==> src/rtl/seq_det_scheduler.sv <==
// Round-robin shared serial pattern detector: two word requesters take turns feeding one
// overlapping-match detector; each job returns its hit count over a valid/ready channel.
module seq_det_scheduler #(
   parameter int unsigned      WORD_W  = 8,
   parameter int unsigned      PAT_W   = 5,
   parameter int unsigned      CNT_W   = 4,
   parameter logic [PAT_W-1:0] RST_PAT = 5'b11011
) (
   input  logic              clk,
   input  logic              rst,
   input  logic              cfg_we,
   input  logic [PAT_W-1:0]  cfg_pattern,
   input  logic              req0_valid,
   input  logic [WORD_W-1:0] req0_word,
   output logic              req0_ready,
   input  logic              req1_valid,
   input  logic [WORD_W-1:0] req1_word,
   output logic              req1_ready,
   output logic              busy,
   output logic              det_bit,
   output logic              det_hit,
   output logic              rsp_valid,
   output logic              rsp_id,
   output logic [CNT_W-1:0]  rsp_count,
   input  logic              rsp_ready
);

   localparam int unsigned IDX_W  = $clog2(WORD_W);
   localparam int unsigned FILL_W = $clog2(PAT_W + 1);
   localparam logic [IDX_W-1:0]  LAST_IDX  = IDX_W'(WORD_W - 1);
   localparam logic [FILL_W-1:0] FILL_FULL = FILL_W'(PAT_W);

   typedef enum logic [1:0] {StIdle, StShift, StReport} state_e;

   state_e              state_q;
   logic [PAT_W-1:0]    pattern_q;
   logic [PAT_W-1:0]    history_q;
   logic [FILL_W-1:0]   fill_q;
   logic [IDX_W-1:0]    idx_q;
   logic [CNT_W-1:0]    count_q;
   logic                last_grant_q;
   logic [WORD_W-1:0]   word_q;

   logic                grant0, grant1;
   logic [PAT_W-1:0]    history_d;
   logic [FILL_W-1:0]   fill_d;
   logic [CNT_W-1:0]    count_d;
   logic                hit;

   // With both requesters valid, the one not served last time wins.
   always_comb begin
      grant0 = req0_valid & (~req1_valid | last_grant_q);
      grant1 = req1_valid & (~req0_valid | ~last_grant_q);
   end

   assign req0_ready = (state_q == StIdle) & grant0;
   assign req1_ready = (state_q == StIdle) & grant1;
   assign busy       = (state_q != StIdle);
   // word_q shifts left each SHIFT cycle, so its MSB is always the current serial bit.
   assign det_bit    = (state_q == StShift) & word_q[WORD_W-1];

   always_comb begin
      history_d = {history_q[PAT_W-2:0], det_bit};
      fill_d    = (fill_q == FILL_FULL) ? fill_q : fill_q + 1'b1;
      hit       = (history_d == pattern_q) && (fill_d == FILL_FULL);
      count_d   = (hit && (count_q != '1)) ? count_q + 1'b1 : count_q;
   end

   always_ff @(posedge clk or negedge rst) begin
      if (!rst) begin
         state_q      <= StIdle;
         pattern_q    <= RST_PAT;
         history_q    <= '0;
         fill_q       <= '0;
         idx_q        <= '0;
         count_q      <= '0;
         last_grant_q <= 1'b1;
         word_q       <= '0;
         det_hit      <= 1'b0;
         rsp_valid    <= 1'b0;
         rsp_id       <= 1'b0;
         rsp_count    <= '0;
      end else begin
         case (state_q)
            StIdle: begin
               if (cfg_we) pattern_q <= cfg_pattern;
               if (req0_ready || req1_ready) begin
                  word_q       <= req1_ready ? req1_word : req0_word;
                  rsp_id       <= req1_ready;
                  last_grant_q <= req1_ready;
                  history_q    <= '0;
                  fill_q       <= '0;
                  count_q      <= '0;
                  idx_q        <= '0;
                  state_q      <= StShift;
               end
            end
            StShift: begin
               history_q <= history_d;
               fill_q    <= fill_d;
               count_q   <= count_d;
               det_hit   <= hit;
               word_q    <= {word_q[WORD_W-2:0], 1'b0};
               idx_q     <= idx_q + 1'b1;
               if (idx_q == LAST_IDX) begin
                  rsp_valid <= 1'b1;
                  rsp_count <= count_d;
                  state_q   <= StReport;
               end
            end
            StReport: begin
               det_hit <= 1'b0;
               if (rsp_ready) begin
                  rsp_valid <= 1'b0;
                  state_q   <= StIdle;
               end
            end
            default: state_q <= StIdle;
         endcase
      end
   end

endmodule

==> config.mk <==
export PLATFORM = sky130hd
export DESIGN_NAME = seq_det_scheduler
export DESIGN_NICKNAME = d
export VERILOG_FILES = /design/src/rtl/seq_det_scheduler.sv
export SDC_FILE = /design/constraint.sdc
export NUM_CORES = 1
export LEC_CHECK = 0
export ABC_AREA = 1
export BUFFER_PORTS_ARGS = -buffer_cell sky130_fd_sc_hd__buf_4
export CORE_MARGIN = 1
export CORE_UTILIZATION = 50
export CTS_CLUSTER_SIZE = 25
export DETAILED_ROUTE_END_ITERATION = 6
export PLACE_DENSITY = 0.74
export SLEW_MARGIN = 20
export SYNTH_ARGS = -nofsm -noshare
export SYNTH_HDL_FRONTEND = slang
export SYNTH_SLANG_ARGS = --single-unit
==> constraint.sdc <==
create_clock -name clk -period 1.5 [get_ports clk]
set_clock_uncertainty 0.1 [all_clocks]
set_input_delay 0.375 -clock clk [delete_from_list [all_inputs] [get_ports clk]]
set_output_delay 0.375 -clock clk [all_outputs]
set_load 0.01 [all_outputs]
### Word-level counts from Yosys, hierarchy flattened

Cells that the tools add are included.

* bits in registers: 37
* bits in latches: 0
* RAM bits: 0
* ROM bits: 0
* word-level logic and storage cells: 68
* memories: 0

* $add $sub $neg: 3
* multipliers: 0
* divide/modulo/power cells: 0
* magnitude comparators: 0
* equality and inequality tests: 10
* shift operators: 0
* multiplexer cells: 20
* bitwise operators: 10
* reduce and logical (&&, ||, !) cells: 13

Operators by type and width (number)
* $mux W8: 2
* $pmux W4 S2: 2
* $pmux W8 S2: 1
* $mux W4: 3
* $pmux W3 S2: 2
* $eq A3 B3 Y1 const B: 3
* $reduce_and A2 Y1: 4
* $add A3 B1 Y3 const B: 2
* $mux W2: 3
* $mux W3: 2
* $pmux W2 S3: 1
* $reduce_and A3 Y1: 2
* $reduce_bool A2 Y1: 3
* $and A1 B1 Y1: 5
* $eq A5 B5 Y1: 1
* $add A4 B1 Y4 const B: 1
* $ne A2 B1 Y1 const B: 2
* $ne A4 B4 Y1 const B: 1
* $pmux W1 S2: 2
* $not A1 Y1: 3
* $eq A2 B1 Y1 const B: 1
* $eq A2 B2 Y1 const B: 1
* $logic_and A1 B1 Y1: 2
* $logic_not A2 Y1: 1
* 4 further kinds: 6

### Logic depth before layout (Yosys ltp)

Gate-level depths: netlist (run 1).

* word-level depth: 7
* mapped depth: 12
* depth with buffers taken out: 12

### Worst setup path before layout (run 1)

OpenSTA, ideal clock, no wires.

* kind: register to register
* start: register state_q[0]
* end: register word_q[5]
* library setup time: 124 ps
* arrival time: 1448 ps
* data required time: 1276 ps
* path slack: -172 ps
* cell stages (with the launch flop): 10
* path buffers: 1
* clock period less this slack: 1672 ps
* path through: dfrtp_1 -> inv_1 -> ha_1 -> buf_6 -> nand2_2 -> inv_4 -> nand2_2 -> clkinv_1 -> o211ai_1 -> a21oi_2

* cells in the longest elaborated chain, start to end: 5
* elaborated cells between the ends (all ways): 11

RTL lines
* start: declaration: RTL line 35 `state_e state_q;`
* start signal: assignment: RTL line 71 `state_q <= StIdle;`
* start signal: assignment: RTL line 95 `state_q <= StShift;`
* start signal: assignment: RTL line 108 `state_q <= StReport;`
* $logic_not A2 Y1 (*): RTL line 57 `assign req1_ready = (state_q == StIdle) & grant1;`
* $and A1 B1 Y1 (*): RTL line 57
* named net req1_ready: RTL line 18 `output logic req1_ready,`
* $mux W8 or $logic_or A1 B1 Y1 (tied branches): RTL line 88, 87
* $mux W8 or $ne A2 B1 Y1 (tied branches)
* $pmux W8 S2 or $reduce_and A2 Y1 (tied branches)
* end signal: assignment: RTL line 88 `word_q <= req1_ready ? req1_word : req0_word;`
* end signal: assignment: RTL line 103 `word_q <= {word_q[WORD_W-2:0], 1'b0};`
* end: declaration: RTL line 42 `logic [WORD_W-1:0] word_q;`

Mark *: on every way through the listed nets, which the timed path passes. The rest lies on a longest branch. The select of a mux whose other input is x is not followed.
A chain may end at the register's enable or synchronous reset.

### Worst setup path after layout (run 1)

* start: register state_q[0]
* end: output req0_ready

* cells in the longest elaborated chain, start to end: 2

RTL lines
* $logic_not A2 Y1: RTL line 56 `assign req0_ready = (state_q == StIdle) & grant0;`
* $and A1 B1 Y1: RTL line 56
* end: declaration: RTL line 15 `output logic req0_ready,`

Every way passes these cells.

==> impl_metrics.json, run 1 <==
{
  "numCtsBuffers": 5,
  "irDropWorstVdd_v": 0.00178,
  "ios": 38,
  "synth_compound_area_share_pct": 14.6,
  "drc": 0,
  "vias": 2074,
  "die_w_um": 66.5,
  "synth_top_family_by_area": "simple AND/OR/NAND/NOR gates",
  "synthesis.instances": 251,
  "yosysWarnings": 0,
  "grt_pass1_vias": 1854,
  "power_density_nw_per_um2": 2070,
  "synth_area_per_cell_um2": 8.28,
  "start_util_pct": 52.0,
  "cts_max_path_buffers": 2,
  "finalSetupTns_ps": -7730,
  "total_power_uw": 6740,
  "synth_xor_area_share_pct": 0.783,
  "dp_slack_ps": -174,
  "vias_per_cell": 5.40,
  "cts_tree": "done",
  "drv_slew": 0,
  "hold_path_class": "in2reg",
  "ys_ff_latch": 37,
  "clk_latency_ps": 290,
  "syn_to_final_growth_pct": 56.5,
  "violations": "setup timing",
  "synth.top_cell.area_share_pct": 38.5,
  "worstMarginPinSlew_ps": 472,
  "num_antenna_cells": 0,
  "cts_sinks": 37,
  "required_ps": 1020,
  "cp.arrival_ps": 1360,
  "outcome": "complete, but fails checks",
  "layout-drive-gt1-share_pct": 52.4,
  "final_antenna_net_count": 0,
  "setup_ws_ps": -335,
  "finalSetupViolations": 33,
  "dp_hpwl_um": 3210,
  "wl_met1_um": 2560,
  "synth_fa_ha_area_share_pct": 5.42,
  "final_nets": 369,
  "synth_area_leader_cell": "dfrtp_1",
  "drv_cap": 0,
  "overflow": 0,
  "grt_use_total_pct": 24.6,
  "totalWireLength_um": 6260,
  "rows": 23,
  "critPathLaunchType": "register",
  "cp-end-kind": "output pin",
  "cts_root_buffer": "clkbuf_8",
  "drtIter0Drc": 92,
  "period_needed_ps": 1830,
  "worstPathMaxFanout": 4,
  "syn_nets": 287,
  "maxSlewHeadroom_pct": 68.6,
  "clk_pin_slew_ps": 70,
  "post_drt_wl_per_cell_um": 16.3,
  "hold_viol_final": 0,
  "synth.distinct_cells": 33,
  "synth_area_um2": 2080,
  "synth.area.top_cells": "dfrtp_1 (39%), nand2_1 (11%), dfstp_2 (6.3%)",
  "crit_type": "reg2out",
  "max_clock_freq_ghz": 0.545,
  "dieArea_um2": 4420,
  "die_h_um": 66.5,
  "ys_seq_area_share_pct": 44.9,
  "drtPass1Iterations": 4,
  "wl_met3_um": 217,
  "rsz0062_at_grt": "yes",
  "power.leakage_uw": 0.00157,
  "antenna_found_initial": 0,
  "muxShareOfSynthArea_pct": 0,
  "utilization_pct": 81.3,
  "dr.max_layer_used": "met4",
  "cts-htree-levels": 2,
  "grt_pass1_wl_um": 8030,
  "wl_met2_um": 3280,
  "period_share_pct": 122,
  "place_congestion": 0.809,
  "synthSimpleGateAreaFrac_pct": 25.4,
  "port_buffers": 37,
  "design.core.area_um2": 4000,
  "grt_max_degree": 38
}
## flip-flops by register name, indices dropped and copies added, names as in the netlist
| register | cells |
|---|---|
| idx_q | 3 |
| word_q | 8 |
| rsp_valid | 1 |
| det_hit | 1 |
| rsp_count | 4 |
| rsp_id | 1 |
| state_q | 2 |
| pattern_q | 5 |
| count_q | 4 |
| history_q | 4 |
| last_grant_q | 1 |
| fill_q | 3 |
## cell usage in the layout (no fill, tap or decap), drive strengths merged
| cell | Yosys | layout |
|---|---|---|
| ha | 9 | 9 |
| inv | 35 | 36 |
| o22ai | 5 | 5 |
| nand2 | 66 | 67 |
| dfrtp | 32 | 32 |
| buf | 5 | 76 |
| o41ai | 1 | 1 |
| xor2 | 1 | 1 |
| o21ai | 9 | 9 |
| o211ai | 7 | 7 |
| nand3 | 14 | 14 |
| dlygate4sd3 | 0 | 1 |
| clkinv | 1 | 3 |
| nand4 | 4 | 4 |
| a22oi | 1 | 1 |
| or2 | 7 | 7 |
| a22o | 3 | 3 |
| clkbuf | 0 | 7 |
| dfstp | 5 | 5 |
| nor3 | 1 | 1 |
| a21oi | 21 | 21 |
| nor2 | 24 | 24 |
## power breakdown
group / total [uW] / switching (uW) / internal, uW
Sequential: 1720 / 328 / 1400
Clock: 694 / 368 / 327
Combinational: 4320 / 2370 / 1950
Total: 6740 / 3070 / 3670
## cell families (layout without fill, tap and decap cells)
logic type | count (synthesis) | after routing
and+or+nand+nor | 116 | 117
AOI/OAI and AO/OA | 47 | 47
DFF | 37 | 37
buffers and inverters | 41 | 123
adders and majority gates | 9 | 9
xor gates and xnor gates | 1 | 1
## layout make-up
class	count	area, um^2
clock buffers	7	76.3
clock inverters	1	5.00
fillers	236	747
well taps	50	62.6
flip-flops and latches	37	935
repair inverters	2	17.5
inverters	36	168
repair buffers	77	656
multi-input cells	174	1330
## synth_stat cells
cell / instances
a21oi_1: 18
a21oi_2: 3
a22o_1: 3
a22oi_1: 1
buf_2: 1
buf_4: 1
buf_6: 3
clkinv_1: 1
dfrtp_1: 32
dfstp_2: 5
ha_1: 9
inv_1: 30
inv_2: 3
inv_4: 2
nand2_1: 60
nand2_2: 5
nand2_4: 1
nand3_1: 14
nand4_1: 4
nor2_1: 21
nor2_2: 1
nor2_4: 1
nor2_8: 1
nor3_1: 1
o211ai_1: 7
o21ai_0: 7
o21ai_2: 1
o21ai_4: 1
o22ai_1: 5
o41ai_1: 1
or2_0: 2
or2_1: 5
xor2_2: 1
## per-stage QoR
step,cells,cell area [um^2],hold WS (ps)
finish,384,3250,231
CTS,377,2950,229
global route,384,3250,231
detailed placement,358,2600,263
floorplan,251,2110,-20.6
global placement,358,2600,269
## path summary, 6_finish.rpt
path,startpoint,end,slack [ps],depth (start not counted)
max,state_q[0]$_DFFE_PN0P_,req0_ready,-330,5
min,cfg_pattern[3],pattern_q[3]$_DFFE_PN1P_,230,3
max reg2reg,state_q[1]$_DFFE_PN0P_,idx_q[2]$_DFFE_PN0P_,-300,8
min reg2reg,pattern_q[1]$_DFFE_PN1P_,pattern_q[1]$_DFFE_PN1P_,390,2
max in group asynchronous,rst,pattern_q[3]$_DFFE_PN1P_,460,2
min in group asynchronous,rst,rsp_count[0]$_DFFE_PN0P_,480,2
## critical path, stage by stage, from the launching register on
cell and delay [ps]:
dfrtp_2 450, inv_2 100, ha_4 180, nand2_2 80, a21oi_2 130, buf_4 130
## timing repair
item	4_1_cts	5_1_grt
endpoints found under the setup margin	34	41
setup buffers	9	10
hold buffers	1	0
pin swaps	10	30
gates resized for setup	51	69
cloned	1	2
endpoints found under the hold margin	32	0
## routing by layer
metal	GRT usage [%]	vias to the layer above
met3	5.65	17
met5	0	-
li1	-	981
met1	28.1	999
met2	44.6	77
met4	8.24	0
No activity file was read; power rests on OpenSTA's default activity.
==> run 2, diff against run 1 <==
SETUP_SLACK_MARGIN = 0.5   (was unset)
==> impl_metrics.json, run 2 (synthesis results as in run 1) <==
{
  "finalSetupTns_ps": -9660,
  "antenna_found_initial": 0,
  "worstPathMaxFanout": 4,
  "vias_per_cell": 5.51,
  "irDropWorstVdd_v": 0.00169,
  "cp_slowest_stage_delay_ps": 420,
  "final_antenna_net_count": 0,
  "num_antenna_cells": 0,
  "critPathLaunchType": "register",
  "multiInputGateArea_um2": 1270,
  "grt_use_total_pct": 28.3,
  "maxSlewHeadroom_pct": 67.7,
  "hold_path_class": "in2async",
  "pwr-share-comb_pct": 63.5,
  "period_needed_ps": 1850,
  "cts_tree": "done",
  "utilization_pct": 80.9,
  "final_common_cell": "buf_4",
  "dp_hpwl_um": 3340,
  "cp-end-kind": "output pin",
  "power_frac_clock_pct": 10.9,
  "ios": 38,
  "cp.arrival_ps": 1380,
  "hold_viol_final": 32,
  "layout-drive-gt1-share_pct": 50.1,
  "seqPwrFrac_pct": 25.6,
  "dieArea_um2": 4420,
  "grt_max_degree": 38,
  "internal-power_uw": 3610,
  "switching_share_pct": 44.6,
  "max_clock_freq_ghz": 0.540,
  "register_area_um2": 932,
  "largest-register": "word_q",
  "design.core.area_um2": 4000,
  "worstMarginPinSlew_ps": 485,
  "outcome": "complete, but fails checks",
  "grt_pass1_vias": 2060,
  "reg_top3": "word_q: 8 flops, pattern_q: 5 flops",
  "drc": 0,
  "port_buffers": 37,
  "place_area_um2": 2630,
  "power.leakage_uw": 0.00160,
  "syn_to_final_growth_pct": 55.6,
  "largest_reg_flops": 8,
  "p_switching_uw": 2910,
  "cp_slowest_cell": "dfrtp_1",
  "cp_cell_sequence": "buf_6, inv_4, ha_4, nand2_4, inv_6, nand2_8, clkinv_4, buf_6",
  "num-fill-cells": 216,
  "die_w_um": 66.5,
  "cts_sinks": 37,
  "rsz0062_at_grt": "yes",
  "drv_slew": 0,
  "timing.hold.ws_ps": -62.8,
  "final_nets": 374,
  "power_density_nw_per_um2": 2020,
  "drtIter0Drc": 143,
  "vias": 2142,
  "most-common-layout-cells": "buf_4 (60), nand2_1 (53), dfrtp_1 (32)",
  "cts-htree-levels": 2,
  "grt_pass1_wl_um": 9210,
  "numCtsBuffers": 5,
  "finalSetupViolations": 40,
  "totalWireLength_um": 6170,
  "drtPass1Iterations": 4,
  "clk_pin_slew_ps": 80,
  "cts_max_path_buffers": 2,
  "required_ps": 1020,
  "rows": 23,
  "violations": "hold timing, setup timing",
  "start_util_pct": 52.0,
  "die_h_um": 66.5,
  "place_congestion": 0.807,
  "post_drt_wl_per_cell_um": 15.9,
  "crit_top_cell": "buf_6",
  "overflow": 0,
  "clk_latency_ps": 300,
  "setup_ws_ps": -354,
  "crit_type": "reg2out",
  "period_share_pct": 124,
  "drv_cap": 0,
  "stdcell_area_um2": 3230,
  "cts_root_buffer": "clkbuf_8"
}
## run 2: cell types whose count changed in the layout (fill, tap and decap cells not counted), moves of 4 or more
cell     change
inv_4        -4
nand2_2      -8
a21oi_2      +4
a21oi_1      -4
nand2_1      +9
## run 2: path summary, 6_finish.rpt
| kind | start | end | slack, ps | depth (start not counted) |
|---|---|---|---|---|
| max | state_q[0]$_DFFE_PN0P_ | req1_ready | -350 | 8 |
| min | rst | pattern_q[2]$_DFFE_PN0P_ | -60 | 1 |
| max reg2reg | state_q[0]$_DFFE_PN0P_ | idx_q[2]$_DFFE_PN0P_ | -320 | 9 |
| min reg2reg | count_q[2]$_DFFE_PN0P_ | count_q[2]$_DFFE_PN0P_ | 410 | 2 |
| max in group asynchronous | rst | last_grant_q$_DFFE_PN1P_ | 1010 | 1 |
| min in group clk | cfg_pattern[3] | pattern_q[3]$_DFFE_PN1P_ | 210 | 3 |
## run 2: cell type report
cell class	instances	area share [%]
Timing Repair Buffer	82	21.9
Timing Repair inverter	2	0.387
Sequential cell	37	28.8
Multi-Input combinational cell	174	39.4
Tap cell	50	1.93
Clock buffer	5	2.13
Clock inverter	3	0.542
Inverter	36	4.95
## run 2: metal layers
| metal | global-route usage (%) | wire length (um) | up-vias |
|---|---|---|---|
| met5 | 0 | 0 | - |
| met4 | 11.2 | 179 | 0 |
| met3 | 7.19 | 306 | 24 |
| met2 | 48.3 | 3330 | 84 |
| met1 | 33.9 | 2350 | 1047 |
| li1 | - | - | 987 |
## run 2: power groups by stage
stage | clock network [uW] | registers (uW) | logic, uW
global placement | 0 | 1600 | 2710
CTS | 714 | 1650 | 3700
global route | 763 | 1700 | 4420
floorplan | 0 | 1590 | 1830
finish | 712 | 1670 | 4140
detailed placement | 0 | 1620 | 2760
## run 2: worst max-delay path: cells and delay by family (launching register included)
family                   cells  cell delay, ps
adder cells (fa/ha/maj)      1             160
buffers and inverters        5             390
flip-flops                   1             420
AND/OR/NAND/NOR              2             120
## run 2: metrics by stage
step | instances | setup WS (ps) | hold WS [ps] | power (uW)
2_1_floorplan | 251 | -82.4 | -20.6 | 3420
3_3_place_gp | 360 | -129 | 271 | 4310
3_5_place_dp | 360 | -161 | 278 | 4370
4_1_cts | 385 | -341 | -48.6 | 6050
5_1_grt | 389 | -405 | -39.6 | 6880
6_report | 389 | -354 | -62.8 | 6520
## run 2: timing repair
item | 4_1_cts | 5_1_grt
buffers inserted | 14 | 4
pin swaps | 14 | 7
endpoints found under the hold margin | 32 | 32
setup endpoints to repair | 48 | 48
cloned | 3 | 0
gates resized for setup | 66 | 25
==> run 3, diff against run 2 <==
CORE_MARGIN = 3   (was 1)
CORE_UTILIZATION = 53   (was 50)
PLACE_DENSITY = 0.75   (was 0.74)
SETUP_SLACK_MARGIN = 0.3   (was 0.5)
clock period = 2 ns   (was 1.5 ns; I/O delays follow)
==> impl_metrics.json, run 3 (synthesis results as in run 1) <==
{
  "vias": 1918,
  "period_share_pct": 95.6,
  "numCtsBuffers": 5,
  "grt_max_degree": 38,
  "worstMarginPinSlew_ps": 475,
  "cts_sinks": 37,
  "ios": 38,
  "cts-htree-levels": 2,
  "hold_path_class": "in2async",
  "vias_per_cell": 5.30,
  "utilization_pct": 79.9,
  "drtIter0Drc": 125,
  "start_util_pct": 55.9,
  "cts_max_path_buffers": 2,
  "overflow": 0,
  "rows": 22,
  "drv_cap": 0,
  "most-common-layout-cells": "nand2_1 (50), buf_4 (48), dfrtp_1 (31)",
  "grt_pass1_vias": 1843,
  "reg_top3": "word_q: 8 flops, pattern_q: 5 flops",
  "antenna_found_initial": 0,
  "syn_to_final_growth_pct": 42.8,
  "crit_start": "state_q[1]$_DFFE_PN0P_",
  "cp_slowest_cell": "dfrtp_1",
  "max_clock_freq_ghz": 0.523,
  "final_antenna_net_count": 0,
  "post_drt_wl_per_cell_um": 14.7,
  "largest_reg_flops": 8,
  "rsz0062_at_grt": "yes",
  "grt_use_total_pct": 22.7,
  "grt_pass1_wl_um": 7970,
  "layout-drive-gt1-share_pct": 44.9,
  "place_congestion": 0.760,
  "die_w_um": 68.6,
  "cts_tree": "done",
  "cp_slowest_stage_delay_ps": 400,
  "power_density_nw_per_um2": 1490,
  "clk_pin_slew_ps": 70,
  "period_needed_ps": 1910,
  "final_nets": 349,
  "drtPass1Iterations": 4,
  "outcome": "completed",
  "drc": 0,
  "irDropWorstVdd_v": 0.00112,
  "required_ps": 1400,
  "rr_startpoint": "state_q[0]$_DFFE_PN0P_",
  "total_power_uw": 4430,
  "cp_top_family": "flip-flops",
  "cts_hold_buf": 0,
  "clk_latency_ps": 290,
  "finalSetupTns_ps": 0,
  "power.leakage_uw": 0.00147,
  "hold_viol_final": 0,
  "worstPathMaxFanout": 4,
  "design.core.area_um2": 3720,
  "port_buffers": 37,
  "die_h_um": 68.6,
  "num_antenna_cells": 0,
  "maxSlewHeadroom_pct": 68.3,
  "path_buf_inv": 4,
  "final_common_cell": "nand2_1",
  "dp_hpwl_um": 3170,
  "finalSetupViolations": 0,
  "largest-register": "word_q",
  "drv_slew": 0,
  "critPathLaunchType": "register",
  "cp-end-kind": "output pin",
  "dieArea_um2": 4710,
  "cp.arrival_ps": 1310,
  "totalWireLength_um": 5310,
  "cts_root_buffer": "clkbuf_8",
  "cp_cell_sequence": "inv_2, ha_4, nand2_4, inv_4, nand2_8, clkinv_4, buf_6",
  "crit_type": "reg2out"
}
## run 3: cell count changes in the layout (fill, tap and decap cells not counted), moves of 5 or more
| cell | delta |
|---|---|
| a21oi_2 | -5 |
| buf_4 | -12 |
| buf_6 | -12 |
| a21oi_1 | +7 |
## run 3: layout make-up
class	instances	area, um^2
sequential	37	933
tap	48	60.1
timing repair buffer	58	477
clock buffer	7	96.3
fill	242	748
clock inverter	1	5.00
multi-input combinational	173	1220
inverter	36	161
timing repair inverter	2	12.5
## run 3: repair_timing
| action | 4_1_cts | 5_1_grt |
|---|---|---|
| buffers inserted | 11 | 5 |
| pin swaps | 7 | 20 |
| setup endpoints to repair | 28 | 33 |
| hold endpoints to repair | 0 | 0 |
| gates resized for setup | 26 | 63 |
| gates cloned | 0 | 2 |
## run 3: path summary, 6_finish.rpt
kind,endpoint,slack [ps],cells past startpoint
max reg2reg,idx_q[2]$_DFFE_PN0P_,180,7
min reg2reg,rsp_count[2]$_DFFE_PN0P_,380,2
min in group clk,pattern_q[4]$_DFFE_PN1P_,350,3
max in group asynchronous,last_grant_q$_DFFE_PN1P_,1380,1
max,req1_ready,90,7
min,pattern_q[2]$_DFFE_PN0P_,70,1
## run 3: layer usage
layer,vias up,share of wire [%],global-route usage [%]
li1,939,-,-
met1,921,42,26.8
met5,-,0,0
met4,0,1.2,7.44
met2,53,52,39.8
met3,5,4.8,5.83
## run 3: power by group
part	total [uW]	internal (uW)	switching (uW)
sequential	1260	1040	212
clock	585	312	273
combinational	2590	1110	1490
## run 3: through the flow
stage / setup slack, ps / instances / hold WS [ps] / instance area (um^2)
2_1_floorplan: 351 / 251 / 104 / 2080
3_3_place_gp: 180 / 336 / 366 / 2410
3_5_place_dp: 92.6 / 336 / 367 / 2410
4_1_cts: 104 / 355 / 71.8 / 2700
5_1_grt: 30.8 / 362 / 93.6 / 2970
6_report: 87.5 / 362 / 65.3 / 2970
